===== src/rtl/des_pkg.sv =====
// Shared definitions for the DES key schedule: FSM encoding, per-round
// rotate amounts and the PC-2 selection table.
package des_pkg;

   typedef enum logic [1:0] {
      S_IDLE = 2'd0,
      S_RUN  = 2'd1,
      S_DONE = 2'd2
   } state_e;

   typedef enum logic {
      ROT_LEFT  = 1'b0,
      ROT_RIGHT = 1'b1
   } rot_dir_e;

   // Rounds 0, 1, 8 and 15 rotate by one position; every other round by two.
   localparam logic [15:0] SHIFT_ONE_MASK = 16'h8103;

   // PC-2 entries in FIPS numbering (1..56 over the concatenated C|D),
   // listed from output bit 1 to output bit 48.
   localparam int PC2_TBL [48] = '{
      14, 17, 11, 24,  1,  5,
       3, 28, 15,  6, 21, 10,
      23, 19, 12,  4, 26,  8,
      16,  7, 27, 20, 13,  2,
      41, 52, 31, 37, 47, 55,
      30, 40, 51, 45, 33, 48,
      44, 49, 39, 56, 34, 53,
      46, 42, 50, 36, 29, 32
   };

   // Decrypt presents K16 first, which equals C0/D0, so its round 0 is unshifted.
   function automatic logic [1:0] round_shift(input logic [3:0] round, input logic dec);
      logic [1:0] amt;
      if (dec && (round == 4'd0)) begin
         amt = 2'd0;
      end else if (SHIFT_ONE_MASK[round]) begin
         amt = 2'd1;
      end else begin
         amt = 2'd2;
      end
      return amt;
   endfunction

endpackage


===== src/rtl/ks_rot28.sv =====
// 28-bit circular rotate by 0, 1 or 2 positions in either direction.
module ks_rot28
   import des_pkg::*;
(
   input  logic [27:0] din,
   input  rot_dir_e    dir,
   input  logic [1:0]  amount,
   output logic [27:0] dout
);

   always_comb begin
      dout = din;
      case (amount)
         2'd1: begin
            if (dir == ROT_LEFT) dout = {din[26:0], din[27]};
            else                 dout = {din[0], din[27:1]};
         end
         2'd2: begin
            if (dir == ROT_LEFT) dout = {din[25:0], din[27:26]};
            else                 dout = {din[1:0], din[27:2]};
         end
         default: dout = din;
      endcase
   end

endmodule


===== src/rtl/des_key_sched.sv =====
// DES subkey generator: rotates C/D per round and presents PC-2 of the
// registered halves with a valid/ready handshake, in either round order.
//
// state  | meaning
// IDLE   | waiting for start; C/D hold last value
// RUN    | subkey k_round presented, advances on k_valid & k_ready
// DONE   | one-cycle done pulse after round 15 was accepted
module des_key_sched
   import des_pkg::*;
(
   input  logic        clk,
   input  logic        rst,
   input  logic        start,
   input  logic        decrypt,
   input  logic [27:0] c_in,
   input  logic [27:0] d_in,
   input  logic        k_ready,
   output logic        k_valid,
   output logic [47:0] subkey,
   output logic [3:0]  k_round,
   output logic        busy,
   output logic        done
);

   state_e      state_q, state_d;
   logic [27:0] c_q, c_d;
   logic [27:0] d_q, d_d;
   logic [3:0]  round_q, round_d;
   logic        dec_q, dec_d;

   logic [27:0] c_src, d_src;
   logic [27:0] c_rot, d_rot;
   rot_dir_e    rot_dir;
   logic [1:0]  rot_amt;

   // In IDLE the rotators pre-shift the incoming key for round 0; in RUN
   // they compute the halves for the round that follows the current one.
   always_comb begin
      c_src   = c_q;
      d_src   = d_q;
      rot_dir = dec_q ? ROT_RIGHT : ROT_LEFT;
      rot_amt = round_shift(round_q + 4'd1, dec_q);
      if (state_q == S_IDLE) begin
         c_src   = c_in;
         d_src   = d_in;
         rot_dir = decrypt ? ROT_RIGHT : ROT_LEFT;
         rot_amt = round_shift(4'd0, decrypt);
      end
   end

   ks_rot28 u_rot_c (
      .din    (c_src),
      .dir    (rot_dir),
      .amount (rot_amt),
      .dout   (c_rot)
   );

   ks_rot28 u_rot_d (
      .din    (d_src),
      .dir    (rot_dir),
      .amount (rot_amt),
      .dout   (d_rot)
   );

   always_comb begin
      state_d = state_q;
      c_d     = c_q;
      d_d     = d_q;
      round_d = round_q;
      dec_d   = dec_q;
      case (state_q)
         S_IDLE: begin
            if (start) begin
               dec_d   = decrypt;
               c_d     = c_rot;
               d_d     = d_rot;
               round_d = 4'd0;
               state_d = S_RUN;
            end
         end
         S_RUN: begin
            if (k_ready) begin
               if (round_q == 4'd15) begin
                  state_d = S_DONE;
               end else begin
                  round_d = round_q + 4'd1;
                  c_d     = c_rot;
                  d_d     = d_rot;
               end
            end
         end
         S_DONE: begin
            state_d = S_IDLE;
         end
         default: begin
            state_d = S_IDLE;
         end
      endcase
   end

   always_ff @(posedge clk) begin
      if (rst) begin
         state_q <= S_IDLE;
         c_q     <= '0;
         d_q     <= '0;
         round_q <= '0;
         dec_q   <= 1'b0;
      end else begin
         state_q <= state_d;
         c_q     <= c_d;
         d_q     <= d_d;
         round_q <= round_d;
         dec_q   <= dec_d;
      end
   end

   // FIPS bit n of C|D lives at c_q[28-n] for n <= 28, else d_q[56-n].
   for (genvar i = 0; i < 48; i++) begin : g_pc2
      if (PC2_TBL[i] <= 28) begin : g_c
         assign subkey[47-i] = c_q[28-PC2_TBL[i]];
      end else begin : g_d
         assign subkey[47-i] = d_q[56-PC2_TBL[i]];
      end
   end

   assign k_valid = (state_q == S_RUN);
   assign busy    = (state_q == S_RUN);
   assign done    = (state_q == S_DONE);
   assign k_round = round_q;

endmodule


===== config.mk =====
export PLATFORM = sky130hd
export DESIGN_NAME = des_key_sched
export DESIGN_NICKNAME = d
export VERILOG_FILES = /design/src/rtl/des_pkg.sv /design/src/rtl/ks_rot28.sv /design/src/rtl/des_key_sched.sv
export SDC_FILE = /design/constraint.sdc
export NUM_CORES = 1
export LEC_CHECK = 0
export BUFFER_PORTS_ARGS = -buffer_cell sky130_fd_sc_hd__buf_2
export CAP_MARGIN = 20
export CORE_ASPECT_RATIO = 0.7
export CORE_MARGIN = 8
export CORE_UTILIZATION = 55
export CTS_BUF_LIST = sky130_fd_sc_hd__clkbuf_2
export DETAILED_ROUTE_END_ITERATION = 6
export GPL_TIMING_DRIVEN = 0
export PLACE_DENSITY = 0.8
export SETUP_SLACK_MARGIN = 0.1
export SLEW_MARGIN = 25
export SYNTH_ARGS = -nofsm -noshare
export SYNTH_HDL_FRONTEND = slang
export SYNTH_HIERARCHICAL = 1
export SYNTH_SLANG_ARGS = --single-unit

===== constraint.sdc =====
create_clock -name clk -period 6.7 [get_ports clk]
set_clock_uncertainty 0.1 [all_clocks]
set_input_delay 0.67 -clock clk [delete_from_list [all_inputs] [get_ports clk]]
set_output_delay 0.67 -clock clk [all_outputs]
set_load 0.03 [all_outputs]

==> results by group, run 1 <==
Synthesis
  – Syn avg cell area: 8.05 um2
  – Yosys warning count: 6
  – EDFF count, synth: 0
  – Synth Area in Simple Gates: 0.174
  – Mux contribution to synthesized area: 0.332
  – Post-Synth XOR/XNOR Area: 0.00147
  – Syn Nets: 808
  – Cell with the most instances after synthesis: nand2_1
  – Synth Register Bits: 63
  – Top_reg_cell synth: dfxtp_1
  – Leading post-synthesis cells by cell area: dfxtp_1 (21%), nand2_1 (14%), mux2_2 (14%), mux2_1 (13%), a22oi_1 (7.0%)
  – Mapped Area: 5970 um2
  – Post-Syn Instances: 741
  – Synth Area in Adders: 0.0126
  – Leading area contributor after synthesis: dfxtp_1
  – Number of distinct library cells after synthesis: 36
  – Asr flop ratio synth: 0
  – Seq/Total Area, Yosys: 0.211
  – Largest family of logic cells by synthesized area: multiplexers
  – Complex-gate fraction of the synthesized area: 0.139
  – Synth top area share: 0.211
  – Commonest cells in the synthesized netlist: nand2_1 (230), mux2_2 (76), mux2_1 (68), dfxtp_1 (63), a21oi_1 (59)

Route
  – DR DRC count: 0
  – Post-DR vias/cell: 5.54
  – Vias: 5,559
  – TritonRoute pass-1 iters: 5
  – Routed WL: 15,900 um
  – Drt first-iter violations: 408
  – Remaining antenna violation count: 0
  – Post-DR wirelength/cell: 15.9 um

CTS
  – Clock Tree Buf Depth: 2
  – Root Buffer: clkbuf_2
  – H-Tree Depth: 3
  – PostCTS Resize Cnt: 0
  – Clock buffer count from CTS: 9
  – # Post-CTS Setup Buffers: 0
  – Hold buffers post-CTS: 0
  – Worst-skew pair later-pin latency: 0.55 ns
  – Clock Sinks: 63
  – Clock tree from TritonCTS: yes
  – Worst-path clk slew: 0.18 ns

Global route
  – Total GRT Usage: 0.220
  – Global route overflow: 0
  – Antenna violations before repair: 0
  – Largest net degree at the start of global routing: 11
  – Number of global-route vias before repair: 5,231
  – First-pass GRT wire length: 26,100 um

STA
  – Fin crit period: 3.44 ns
  – Max Freq: 290 MHz
  – Final critical-path share of the clock period: 0.514
  – Final setup violation count: 0
  – Final Max Slew Viols: 0
  – Setup TNS Final: 0 ns
  – Max_slew headroom: 0.574
  – RSZ-0062 raised after global routing: false
  – Fin worst setup slack: 3.26 ns
  – Final Hold Fails: 0
  – WHS: 0.290 ns
  – Worst Max-Slew Pin Slew: 0.638 ns

Setup path
  – FF-to-FF End: d_q[21]
  – Beginning of the critical path: state_q[0]
  – CP startpoint kind: register
  – Crit path max fanout: 10
  – R2R Setup Slk: 3.26 ns
  – Cell Chain, Critical Path: clkbuf_1, nor2_1, clkbuf_1, o211a_1, inv_1, ha_1, buf_2, clkbuf_1, nand2_1, nand2_1, nand2_1, a21oi_1
  – WS Path Type: reg2reg
  – Worst reg2reg path startpoint: state_q[0]
  – Crit path largest cell delay: 0.54 ns
  – CP endpoint: d_q[21]
  – Req. time, crit path: 7.09 ns
  – R2r worst-path depth: 12
  – CP arrival: 3.83 ns
  – CP endpoint kind: register
  – Slowest cell on crit path: clkbuf_1

Min path
  – Min-Delay Path Class: in2reg
  – Hold path depth: 3
  – Hold Crit Start: decrypt

Die
  – Initial Util: 0.570
  – Die extent in y: 103 um
  – Die ar.: 14,500 um2
  – Row cnt: 31
  – Die width: 140 um
  – I/O pin count: 116
  – Core Region: 10,500 um2

Run
  – Max_cap viols: 0

Cells and area
  – Area Growth Syn to Fin: 14.5%
  – Footprint of the multi-input gates: 3930 um2
  – Fin nets: 933
  – Core Util, Final: 0.652
  – Post-Layout Cell Count: 1,003
  – N_diodes: 0
  – Fillers: 943
  – Layout cells sized above 1: 0.371
  – Seq. cell area: 1260 um2
  – Final instance area: 6830 um2

Place
  – Instance area at placement: 6700 um2
  – Place WS: 3.38 ns
  – Hpwl dp: 11,800 um
  – Buffers on Ports: 114
  – Cell total after placement: 987
  – RD Place Congestion: 0.874

Power and ir drop
  – Power per cell area: 178 nW/um2
  – Leakage: 3.29 nW
  – Peak VDD IR: 0.0000906 V
  – Total power: 1.22 mW

Run status
  – Status: finished clean
==> worst min-delay path by stage <==
stage	slack [ns]	to
3_3_place_gp	0.34	c_q[6]
2_1_floorplan	0.33	c_q[10]
3_5_place_dp	0.35	d_q[18]
5_1_grt	0.26	dec_q
6_report	0.29	dec_q
4_1_cts	0.23	dec_q
==> worst max-delay path: cells and delay by family, from the launching register on <==
| family | cells | cell delay [ns] |
|---|---|---|
| AOI/OAI and AO/OA | 2 | 0.46 |
| adders and majority gates | 1 | 0.30 |
| buffers and inverters | 5 | 1.48 |
| DFF | 1 | 0.36 |
| and+or+nand+nor | 4 | 0.67 |
==> final cells by class <==
cell class	instances	area share
multi-input cells	564	0.576
flip-flops and latches	63	0.185
plain buffers	108	0.110
repair buffers	114	0.0835
well taps	132	0.0242
clock inverters	5	0.0106
clock buffers	11	0.00806
inverters	6	0.00330
==> registers in the layout, summed over array words and instances (netlist names) <==
signal	flops
state_q	2
d_q	28
k_round	4
c_q	28
dec_q	1
==> report_power, final <==
part           switching [mW]  internal [mW]  leakage [nW]
combinational           0.286          0.236          2.70
clock                   0.149          0.124        0.0810
sequential             0.0191          0.402         0.514
==> layout by cell type, fill, tap and decap left out, types with 2 or more instances in the layout <==
cell type / n
a21oi_1: 59
a21oi_2: 2
a22oi_1: 56
and2_1: 2
buf_2: 140
buf_4: 51
buf_6: 13
buf_8: 2
bufinv_16: 2
clkbuf_1: 16
clkbuf_2: 11
clkinv_1: 2
dfxtp_1: 63
ha_1: 6
inv_1: 6
mux2_1: 68
mux2_2: 76
mux2_4: 24
nand2_1: 230
nand2b_1: 3
nand3_1: 4
nor2_1: 4
nor2b_1: 7
nor3_1: 6
o21ai_0: 3
==> metal layers <==
layer	up-vias	wire length, um	GRT usage
met5	-	0	0
met4	0	231	0.0740
met3	19	1020	0.0555
met2	178	6700	0.322
met1	2588	7990	0.308
li1	2774	-	-
==> kinds of logic (layout without fill, tap and decap cells) <==
kind of cell | count (synthesis) | in the layout
XOR/XNOR | 1 | 1
adder cells (fa/ha/maj) | 6 | 6
buffers and inverters | 114 | 244
multiplexers | 168 | 168
flip-flops | 63 | 63
AND/OR/NAND/NOR | 260 | 260
AO/OA/AOI/OAI | 129 | 129
(Power assumes the default switching activity.)
==> run 2, diff against run 1 <==
- CORE_UTILIZATION: 55 -> 53
- clock period: 6.7 -> 2.9 ns (I/O delays scaled with it)
==> results by group, run 2 (synthesis results as in run 1) <==
Global route
  – Antenna violations before repair: 0
  – M2 GR Usage: 0.326
  – Total GRT Usage: 0.220
  – GR Util met3: 0.0491
  – First-pass GRT wire length: 27,300 um
  – Met1 Usage GRT: 0.315
  – Number of global-route vias before repair: 5,399
  – GR peak layer: met2
  – Global route overflow: 0
  – Largest net degree at the start of global routing: 11

CTS
  – Worst-path clk slew: 0.19 ns
  – Clock buffer count from CTS: 9
  – Root Buffer: clkbuf_2
  – Clock Sinks: 63
  – H-Tree Depth: 3
  – Clock Tree Buf Depth: 2
  – Clock tree from TritonCTS: yes
  – Worst-skew pair later-pin latency: 0.54 ns

Cells and area
  – Area Growth Syn to Fin: 29.0%
  – Layout cells sized above 1: 0.486
  – Fillers: 832
  – Commonest non-fill, non-tap cell in the layout: nand2_1
  – Final instance area: 7690 um2
  – Seq. cell area: 1270 um2
  – Fin nets: 964
  – N_diodes: 0
  – Commonest non-fill, non-tap cells in the layout: nand2_1 (228), buf_2 (128), mux2_2 (76)
  – Footprint of the multi-input gates: 4330 um2

Setup path
  – Crit path max fanout: 7
  – R2r worst-path depth: 15
  – Req. time, crit path: 3.22 ns
  – CP arrival: 3.20 ns
  – R2R Setup Slk: 0.01 ns
  – Beginning of the critical path: k_round[1]
  – Kind of cell adding the most delay to the critical path: compound AO/OA/AOI/OAI gates
  – Worst reg2reg path startpoint: k_round[1]
  – FF-to-FF End: c_q[27]
  – Slowest cell on crit path: dfxtp_4
  – Crit path largest cell delay: 0.40 ns
  – Crit path buf inv count: 4
  – WS Path Type: reg2reg
  – CP endpoint kind: register
  – CP endpoint: c_q[27]
  – CP startpoint kind: register
  – Worst path depth: 15
  – Cell Chain, Critical Path: ha_4, and3_4, buf_6, a311oi_2, o221ai_2, nor2b_4, buf_6, ha_4, nor2b_4, buf_8, buf_4, a22oi_1, nand2_1, nand2_1, a21oi_2

Power and ir drop
  – Peak VDD IR: 0.000188 V
  – Leakage: 3.54 nW
  – Power per cell area: 368 nW/um2
  – Total power: 2.83 mW

STA
  – Final setup violation count: 0
  – Fin worst setup slack: 0.0146 ns
  – Fin crit period: 2.89 ns
  – Worst Max-Slew Pin Slew: 0.799 ns
  – RSZ-0062 raised after global routing: true
  – Final Max Slew Viols: 0
  – Max_slew headroom: 0.467
  – Max Freq: 347 MHz
  – Final critical-path share of the clock period: 0.995
  – Setup TNS Final: 0 ns
  – Final Hold Fails: 0
  – WHS: 0.192 ns

Min path
  – Min-Delay Path Class: in2reg

Die
  – I/O pin count: 116
  – Die width: 143 um
  – Die ar.: 15,000 um2
  – Die extent in y: 105 um
  – Initial Util: 0.542
  – Core Region: 11,000 um2
  – Row cnt: 32

Run
  – Max_cap viols: 0

Route
  – Post-DR wirelength/cell: 17.7 um
  – DR DRC count: 0
  – Routed WL: 18,600 um
  – Vias: 5,943
  – Remaining antenna violation count: 0
  – TritonRoute pass-1 iters: 5
  – Post-DR vias/cell: 5.64
  – Drt first-iter violations: 564

Place
  – Buffers on Ports: 114
  – Place WS: -0.434 ns
  – Instance area at placement: 6730 um2
  – Hpwl dp: 11,900 um
  – RD Place Congestion: 0.834

Run status
  – Status: finished clean
-- run 2: cell count changes in the layout (fill, tap and decap cells not counted), moves of 9 or more --
cell     delta
a22oi_1    -40
a22oi_2    +40
a21oi_1    -23
a21oi_2    +23
buf_4      +16
buf_2      -12
buf_8      +10
buf_6       +9
-- run 2: final cells by class --
cell class              instances  area share
clock buffers                  11     0.00715
plain buffers                 108       0.116
clock inverters                 3     0.00163
repair buffers                145       0.119
well taps                     153      0.0249
flip-flops and latches         63       0.165
multi-input cells             564       0.563
inverters                       6     0.00293
-- run 2: routing by layer --
layer / vias to the layer above / part of all wire
li1: 2842 / -
met1: 2767 / 0.45
met2: 301 / 0.44
met3: 33 / 0.084
met4: 0 / 0.019
met5: - / 0
-- run 2: tightest hold or removal path, stage by stage --
cell     delay (ns)
buf_2          0.07
mux2_2         0.20
nand2_1        0.06
nand2_1        0.05
nand2_1        0.04
a21oi_1        0.10
-- run 2: worst min-delay path by stage --
stage | start | endpoint | slack [ns] | depth (start not counted)
4_1_cts | start | state_q[0] | 0.002 | 3
6_report | d_in[14] | d_q[14] | 0.19 | 6
2_1_floorplan | c_q[10] | c_q[10] | 0.33 | 2
3_5_place_dp | d_q[2] | d_q[2] | 0.35 | 2
3_3_place_gp | d_q[2] | d_q[2] | 0.34 | 2
5_1_grt | d_in[12] | d_q[12] | 0.21 | 6
-- run 2: timing repair --
action / in CTS / in global routing
gates cloned: 0 / 9
pin swaps: 1 / 44
resized for setup: 36 / 122
buffers inserted: 3 / 14
hold buffers: 4 / 1
endpoints found under the hold margin: 2 / 1
setup endpoints to repair: 56 / 56
-- run 2: power breakdown --
group          total (mW)  switching, mW  leakage [nW]  internal (mW)
Sequential          0.972         0.0455         0.515          0.927
Clock               0.443          0.339        0.0527          0.104
Combinational        1.42          0.770          2.97          0.648
-- run 2: metrics by stage --
stage                     utilization  instances
after global routing            0.699       1053
after global placement          0.611       1008
after CTS                       0.635       1029
after floorplan                     -        741
final                           0.699       1053
after detailed placement        0.611       1008
==> run 3, diff against run 2 <==
- PLACE_DENSITY: 0.8 -> 0.83
==> results by group, run 3 (synthesis results as in run 1) <==
Cells and area
  – Final instance area: 7580 um2
  – Layout cells sized above 1: 0.469
  – Commonest non-fill, non-tap cell in the layout: nand2_1
  – Fin nets: 958
  – Commonest non-fill, non-tap cells in the layout: nand2_1 (230), buf_2 (128), mux2_2 (76)
  – Post-Layout Cell Count: 1,049
  – Fillers: 825
  – Area Growth Syn to Fin: 27.1%
  – Core Util, Final: 0.689
  – N_diodes: 0

Die
  – Core Region: 11,000 um2
  – Row cnt: 32
  – Die ar.: 15,000 um2
  – Initial Util: 0.542
  – Die width: 143 um
  – I/O pin count: 116
  – Die extent in y: 105 um

STA
  – Max_slew headroom: 0.597
  – Max Freq: 345 MHz
  – Final Hold Fails: 0
  – Worst Max-Slew Pin Slew: 0.605 ns
  – Fin crit period: 2.90 ns
  – Final critical-path share of the clock period: 1.00
  – Fin worst setup slack: -0.00230 ns
  – RSZ-0062 raised after global routing: true
  – Final Max Slew Viols: 0
  – Final setup violation count: 1

Global route
  – Total GRT Usage: 0.212
  – Antenna violations before repair: 0
  – Global route overflow: 0
  – Met1 Usage GRT: 0.310
  – GR peak layer: met1
  – Number of global-route vias before repair: 5,289
  – First-pass GRT wire length: 26,500 um
  – Largest net degree at the start of global routing: 11
  – GR Util met3: 0.0491
  – M2 GR Usage: 0.302

Power and ir drop
  – Power per cell area: 397 nW/um2
  – Total power: 3.01 mW
  – Pint: 1.85 mW
  – Leakage: 3.51 nW
  – Peak VDD IR: 0.000254 V
  – Comb pwr share: 0.463
  – Seq pwr share: 0.323
  – Switching share of power: 0.384
  – Net Sw Power: 1.15 mW
  – Clock power share: 0.214

Place
  – Cell total after placement: 1,008
  – Instance area at placement: 6730 um2
  – RD Place Congestion: 0.898
  – Buffers on Ports: 114
  – Hpwl dp: 11,700 um
  – Place WS: -0.333 ns

Route
  – Routed WL: 18,000 um
  – Vias: 5,922
  – DR DRC count: 0
  – Drt first-iter violations: 439
  – Remaining antenna violation count: 0
  – Post-DR wirelength/cell: 17.1 um
  – TritonRoute pass-1 iters: 5
  – Post-DR vias/cell: 5.65

CTS
  – H-Tree Depth: 3
  – Clock tree from TritonCTS: yes
  – Clock Tree Buf Depth: 2
  – Clock Sinks: 63
  – Clock buffer count from CTS: 9
  – Worst-path clk slew: 0.19 ns
  – Root Buffer: clkbuf_2
  – Worst-skew pair later-pin latency: 0.57 ns

Run status
  – Status: finished, violations left
  – Failing checks: setup timing

Setup path
  – Cell Chain, Critical Path: buf_4, ha_4, and4b_1, a311oi_2, o221ai_2, o211a_4, inv_2, ha_4, clkbuf_4, clkbuf_2, nand2_1, nand2_1, nand2_1, a21oi_1
  – Slowest cell on crit path: dfxtp_4
  – Req. time, crit path: 3.30 ns
  – WS Path Type: reg2reg
  – CP arrival: 3.31 ns
  – CP startpoint kind: register
  – Critical Path Most Common Cell: nand2_1
  – CP endpoint kind: register
  – Crit path max fanout: 10
  – Crit path largest cell delay: 0.39 ns

Min path
  – Min-Delay Path Class: in2reg

Run
  – Max_cap viols: 0
## run 3: final timing paths
path | depth (start not counted) | end | startpoint | slack, ns
setup / recovery | 14 | d_q[17] | k_round[1] | -0.002
hold / removal | 2 | k_round[3] | rst | 0.15
hold reg to reg | 2 | d_q[21] | d_q[21] | 0.36
setup reg to reg | 14 | d_q[17] | k_round[1] | -0.002
## run 3: critical path: cells and delay by family, from the launching register on
family	cells	cell delay, ns
flip-flops	1	0.39
buffers and inverters	4	0.74
AND/OR/NAND/NOR	4	0.42
AO/OA/AOI/OAI	4	0.87
adder cells (fa/ha/maj)	2	0.32
## run 3: timing repair
| action | 4_1_cts | 5_1_grt |
|---|---|---|
| endpoints found under the hold margin | 3 | 0 |
| cloned | 3 | 4 |
| buffers inserted | 9 | 4 |
| resized for setup | 46 | 87 |
| hold buffers | 5 | 0 |
| endpoints found under the setup margin | 56 | 57 |
| pin swaps | 2 | 21 |
## run 3: metrics by stage
stage          hold slack, ns  TNS (ns)
4_1_cts                0.0773         0
3_5_place_dp            0.346    -14.70
5_1_grt                 0.152     -2.84
3_3_place_gp            0.341    -12.98
6_report                0.152  -0.00230
2_1_floorplan           0.334         0
## run 3: layer usage
layer	vias to the layer above	part of all wire	routed length, um
met4	0	0.018	317
li1	2838	-	-
met3	33	0.082	1470
met5	-	0	0
met1	2760	0.47	8520
met2	291	0.43	7670
## run 3: layout make-up
type | instances | area (um2) | share of cell area
multi-input combinational | 564 | 4280 | 0.564
sequential | 63 | 1270 | 0.167
buffer | 108 | 882 | 0.116
timing repair buffer | 139 | 810 | 0.107
tap | 153 | 191 | 0.0252
clock inverter | 5 | 72.6 | 0.00957
clock buffer | 11 | 55.1 | 0.00726
inverter | 6 | 25.0 | 0.00330
## run 3: power by group through the flow
stage,Sequential (mW),Clock [mW],Combinational [mW]
after global placement,0.989,0,1.16
after global routing,0.982,0.678,1.49
after detailed placement,0.992,0,1.18
after floorplan,0.979,0,0.931
after CTS,0.971,0.650,1.23
final,0.972,0.644,1.39
